File: config.mk
export PLATFORM = sky130hd
export DESIGN_NAME = dmem_arbiter
export DESIGN_NICKNAME = d
export VERILOG_FILES = /design/src/rtl/dmem_arbiter.sv
export SDC_FILE = /design/constraint.sdc
export NUM_CORES = 1
export LEC_CHECK = 0
export CAP_MARGIN = 10
export CORE_AREA = 4 4 117 119
export DETAILED_ROUTE_END_ITERATION = 10
export DIE_AREA = 0 0 121 123
export HOLD_SLACK_MARGIN = 0.03
export MAX_ROUTING_LAYER = met4
export PLACE_DENSITY = 0.69
export RECOVER_POWER = 50
export SETUP_SLACK_MARGIN = 0.02
export SLEW_MARGIN = 20
export SYNTH_ARGS = -nofsm -noshare
export SYNTH_HDL_FRONTEND = slang
export SYNTH_SLANG_ARGS = --single-unit
File: constraint.sdc
create_clock -name clk -period 2.05 [get_ports clk]
set_clock_uncertainty 0.1 [all_clocks]
set_input_delay 0.205 -clock clk [delete_from_list [all_inputs] [get_ports clk]]
set_output_delay 0.205 -clock clk [all_outputs]
set_load 0.005 [all_outputs]
File: src/rtl/dmem_arbiter.sv
// rtl/dmem_arbiter.sv - CPU/DMA arbiter in front of a single-port data memory
// Optional: define ARB_TIMEOUT_EN to abort a grant after TIMEOUT cycles without mem_ready.
module dmem_arbiter #(
  parameter int AW      = 32,
  parameter int DW      = 32,
  parameter int TIMEOUT = 16
) (
  input  logic          clk,
  input  logic          reset,
  input  logic          cpu_req,
  input  logic          cpu_we,
  input  logic [AW-1:0] cpu_addr,
  input  logic [DW-1:0] cpu_wdata,
  output logic [DW-1:0] cpu_rdata,
  output logic          cpu_ready,
  input  logic          dma_req,
  input  logic          dma_we,
  input  logic [AW-1:0] dma_addr,
  input  logic [DW-1:0] dma_wdata,
  output logic [DW-1:0] dma_rdata,
  output logic          dma_ready,
  output logic          mem_req,
  output logic          mem_we,
  output logic [AW-1:0] mem_addr,
  output logic [DW-1:0] mem_wdata,
  input  logic [DW-1:0] mem_rdata,
  input  logic          mem_ready,
  output logic [1:0]    grant,
  output logic          err
);

  typedef enum logic [1:0] {
    IDLE    = 2'd0,
    GNT_CPU = 2'd1,
    GNT_DMA = 2'd2
  } state_t;

  state_t state, state_nxt;
  logic   last_served, last_served_nxt;  // 0 = CPU served last, 1 = DMA
  logic   done;
  logic   timeout_hit;

  assign done = (state != IDLE) && (mem_ready || timeout_hit);

`ifdef ARB_TIMEOUT_EN
  localparam int CW = (TIMEOUT > 1) ? $clog2(TIMEOUT) : 1;
  logic [CW-1:0] tmo_cnt;

  assign timeout_hit = (state != IDLE) && !mem_ready && (tmo_cnt == CW'(TIMEOUT - 1));
  assign err         = timeout_hit;

  always_ff @(posedge clk or posedge reset) begin
    if (reset) begin
      tmo_cnt <= '0;
    end else if (state == IDLE || done) begin
      tmo_cnt <= '0;
    end else begin
      tmo_cnt <= tmo_cnt + 1'b1;
    end
  end
`else
  logic unused_timeout;
  assign unused_timeout = ^TIMEOUT;
  assign timeout_hit    = 1'b0;
  assign err            = 1'b0;
`endif

  always_ff @(posedge clk or posedge reset) begin
    if (reset) begin
      state       <= IDLE;
      last_served <= 1'b1;
    end else begin
      state       <= state_nxt;
      last_served <= last_served_nxt;
    end
  end

  // Memory-side mux and ready/rdata routing depend only on the registered owner.
  always_comb begin
    state_nxt       = state;
    last_served_nxt = last_served;
    grant           = 2'b00;
    mem_req         = 1'b0;
    mem_we          = 1'b0;
    mem_addr        = '0;
    mem_wdata       = '0;
    cpu_ready       = 1'b0;
    dma_ready       = 1'b0;
    cpu_rdata       = '0;
    dma_rdata       = '0;
    case (state)
      IDLE: begin
        if (cpu_req && dma_req) begin
          state_nxt = last_served ? GNT_CPU : GNT_DMA;
        end else if (cpu_req) begin
          state_nxt = GNT_CPU;
        end else if (dma_req) begin
          state_nxt = GNT_DMA;
        end
      end
      GNT_CPU: begin
        grant     = 2'b01;
        mem_req   = 1'b1;
        mem_we    = cpu_we;
        mem_addr  = cpu_addr;
        mem_wdata = cpu_wdata;
        cpu_ready = done;
        cpu_rdata = timeout_hit ? '0 : mem_rdata;
        if (done) begin
          state_nxt       = IDLE;
          last_served_nxt = 1'b0;
        end
      end
      GNT_DMA: begin
        grant     = 2'b10;
        mem_req   = 1'b1;
        mem_we    = dma_we;
        mem_addr  = dma_addr;
        mem_wdata = dma_wdata;
        dma_ready = done;
        dma_rdata = timeout_hit ? '0 : mem_rdata;
        if (done) begin
          state_nxt       = IDLE;
          last_served_nxt = 1'b1;
        end
      end
      default: state_nxt = IDLE;
    endcase
  end

endmodule

==> results.md <==
## Die
- initial cell density of the core: 13.7%
- row count: 41
- width of the chip: 121 µm
- die area: 14900 µm²
- count of boundary I/O pins: 302
- floorplan core area: 12600 µm²
- Die Y-Extent: 123 µm

## Clocking
- CTS clock-pin slew for the worst setup and hold paths: 0.03 ns
- clock tree from TritonCTS: yes
- total CTS buffers: 3
- H-tree level count: 1
- clock latency on the worst-skew pair: 0.22 ns
- CTS hold repair buffers: 0
- Root Buffer Master: sky130_fd_sc_hd__clkbuf_16
- CTS max path bufs: 2
- number of clock sinks seen by CTS: 3

## Pwr
- power per cell area: 1020 nW/µm²
- Final Total Pwr: 5.76 mW
- Max IR drop VDD: 0.586 mV
- Lkg Pwr: 2.72 nW

## Synthesis
- flops & latches, synth: 3
- nets in the synthesized netlist: 423
- post-synth cell types: 21
- instance count of the mapped netlist: 250
- combined area of all synthesized cells: 1720 µm²
- Yosys warning total: 0
- average size of a mapped cell: 6.87 µm²
- post-synthesis sequential area ratio: 4.44%

## STA
- least setup slack across all paths after layout: -0.129 ns
- crit share post-route: 106%
- max-slew violations: 0
- setup repair after global routing missed its margin: true
- number of setup violations in the final report: 22
- post-route setup TNS: -1.48 ns
- number of hold violations in the final report: 0
- min cycle time layout: 2.18 ns
- Hold Worst Slack: 0.252 ns
- achievable clock frequency: 459 MHz

## Worst setup path
- critical path endpoint: mem_wdata[19]
- worst setup path class: reg2out
- ordered list of cells on the worst path: buf_4 > ha_4 > buf_4 > buf_12 > buf_16 > a22oi_2 > nor2b_1 > dlygate4sd2_1
- slowest cell on the critical path: sky130_fd_sc_hd__dfrtp_2
- cell depth of the worst flop-to-flop path: 9
- CP max FO: 11
- Setup crit start: state[0]
- startpoint of the most critical register-to-register path: state[1]
- nature of the critical path startpoint: flip-flop
- critical path endpoint category: output pin
- capture instance of the worst register-to-register path: state[1]
- delay of the slowest cell on the worst path: 0.42 ns
- Required @ worst endpoint: 1.75 ns
- arrival time at the worst endpoint: 1.87 ns
- cell mode on critical path: sky130_fd_sc_hd__buf_4
- worst reg2reg setup slack: 0.07 ns

## Global route
- antenna violations before repair: 0
- total overflow reported by the global router: 0
- Total Routing Usage GR: 14.9%
- vias in the first global route: 3321
- largest net degree at the start of global routing: 37
- first-pass GRT wire length: 17.2 mm

## Placed design
- final weighted congestion in routability-driven placement: 0.803
- HPWL reported at the end of detailed placement: 9.49 mm
- total of buffers placed on input and output ports: 300

## Cells and area
- final net count: 755
- Antenna diodes: 0
- fraction of final layout cells sized beyond drive strength 1: 30.8%
- layout-stage area growth over the synthesis result: 227%

## Hold path
- hold crit path type: in2async

## Run status
- failing checks: negative setup slack
- run status: finished with violations

## Flow run
- Max-cap violations: 0

## Routing
- total vias in the final route: 3226
- Wirelength per Cell: 18.2 µm
- Routed WL: 13.7 mm
- Avg Vias per Cell: 4.28
- Pre-Repair DR Iteration Count: 4
- final antenna-violating net count: 0
- Detailed Route Iter0 Violations: 89
- number of remaining DRC errors: 0

## cell usage after synthesis (all sizes together)
| library cell | n | area (µm²) |
|---|---|---|
| and2 | 66 | 415 |
| nor2b | 66 | 413 |
| a22oi | 65 | 488 |
| buf | 22 | 125 |
| clkbuf | 8 | 30.0 |
| ha | 6 | 75.1 |
| inv | 4 | 15.0 |
| dfrtp | 2 | 50.1 |
| a21boi | 1 | 7.51 |
| conb | 1 | 3.75 |
| dfstp | 1 | 26.3 |
| mux2 | 1 | 15.0 |
| mux2i | 1 | 10.0 |
| nand2 | 1 | 3.75 |
| nand2b | 1 | 6.26 |
| nand3 | 1 | 5.00 |
| nor3b | 1 | 12.5 |
| o21ai | 1 | 5.00 |
| o21bai | 1 | 11.3 |
## area by class of cell
class	count	area, µm²
clock buffer	4	78.8
fill	1268	6950
inverter	4	17.5
multi-input combinational	213	1740
sequential	3	77.6
tap	172	215
timing repair buffer	357	3490
## state kept, by name (all words and copies together) (netlist names)
name,count
state,2
last_served,1
## critical path: cells and delay by family, from the launching register on
kind                       cells  cell delay (ns)
AOI/OAI and AO/OA              1             0.16
adders and majority gates      1             0.19
DFF                            1             0.42
buffers and inverters          5             0.82
and+or+nand+nor                1             0.07
## metrics by stage
step                      area (µm²)  worst slack, ns  cells  util [%]
after floorplan                 1720            0.433    250         -
after global placement          4960          -0.0108    703      39.4
after detailed placement        4960          -0.0345    703      39.4
after CTS                       5120           -0.148    716      40.7
after global routing            5620           -0.214    753      44.7
final                           5620           -0.129    753      44.7
## power by group
part / leakage (nW) / switching (mW) / internal (mW) / total [mW]
Combinational: 2.64 / 2.13 / 3.20 / 5.33
Clock: 0.0382 / 0.0498 / 0.256 / 0.306
Sequential: 0.0348 / 0.0231 / 0.0945 / 0.118
## layout by cell type (no fill, tap or decap)
master	instances
sky130_fd_sc_hd__nor2b_4	1
sky130_fd_sc_hd__dfrtp_2	1
sky130_fd_sc_hd__clkbuf_16	11
sky130_fd_sc_hd__conb_1	1
sky130_fd_sc_hd__inv_1	2
sky130_fd_sc_hd__and2_1	63
sky130_fd_sc_hd__and2_2	2
sky130_fd_sc_hd__nor2b_1	65
sky130_fd_sc_hd__mux2_4	1
sky130_fd_sc_hd__buf_16	4
sky130_fd_sc_hd__nand2_1	1
sky130_fd_sc_hd__o21ai_1	1
sky130_fd_sc_hd__nand2b_1	1
sky130_fd_sc_hd__nor3b_2	1
sky130_fd_sc_hd__clkbuf_2	60
sky130_fd_sc_hd__ha_2	1
sky130_fd_sc_hd__a22oi_2	41
sky130_fd_sc_hd__inv_2	1
sky130_fd_sc_hd__and2_4	1
sky130_fd_sc_hd__inv_4	1
sky130_fd_sc_hd__buf_8	1
sky130_fd_sc_hd__dlygate4sd2_1	31
sky130_fd_sc_hd__mux2i_1	1
sky130_fd_sc_hd__ha_1	1
sky130_fd_sc_hd__buf_6	5
sky130_fd_sc_hd__dfrtp_1	1
sky130_fd_sc_hd__buf_12	8
sky130_fd_sc_hd__dfstp_2	1
sky130_fd_sc_hd__ha_4	4
sky130_fd_sc_hd__o21bai_2	1
sky130_fd_sc_hd__a22oi_1	24
sky130_fd_sc_hd__dlymetal6s2s_1	24
sky130_fd_sc_hd__clkdlybuf4s50_1	169
sky130_fd_sc_hd__nand3_1	1
sky130_fd_sc_hd__clkbuf_1	1
sky130_fd_sc_hd__a21boi_0	1
sky130_fd_sc_hd__dlygate4sd3_1	1
sky130_fd_sc_hd__clkdlybuf4s15_1	13
sky130_fd_sc_hd__buf_4	33
## how the worst min path moves through the flow
stage          slack, ns  startpoint  endpoint
6_report            0.25       reset  state[1]
2_1_floorplan      -0.14       reset  state[0]
3_3_place_gp        0.36       reset  state[0]
3_5_place_dp        0.37       reset  state[1]
5_1_grt             0.27       reset  state[0]
4_1_cts             0.14       reset  state[1]
## layer usage
layer | GRT usage [%] | up-vias | wire length (µm)
met2 | 27.8 | 188 | 7070
met5 | - | - | 0
met3 | 3.66 | 6 | 1230
li1 | - | 1525 | -
met1 | 16.6 | 1507 | 5310
met4 | 1.70 | 0 | 64
## cells by family after synthesis
family / Yosys count / synth area share (%)
AOI/OAI and AO/OA: 68 / 29.8
DFF: 3 / 4.44
other: 1 / 0.218
adders and majority gates: 6 / 4.37
and+or+nand+nor: 136 / 49.8
buffers and inverters: 34 / 9.91
muxes: 2 / 1.46
## what timing repair did
action | CTS | global route
resized for setup | 124 | 212
buffers inserted | 5 | 30
pin swaps | 3 | 12
endpoints found under the setup margin | 132 | 77
hold endpoints to repair | 0 | 0
gates cloned | 4 | 8
Note: power is estimated with default switching activity, not from simulation.
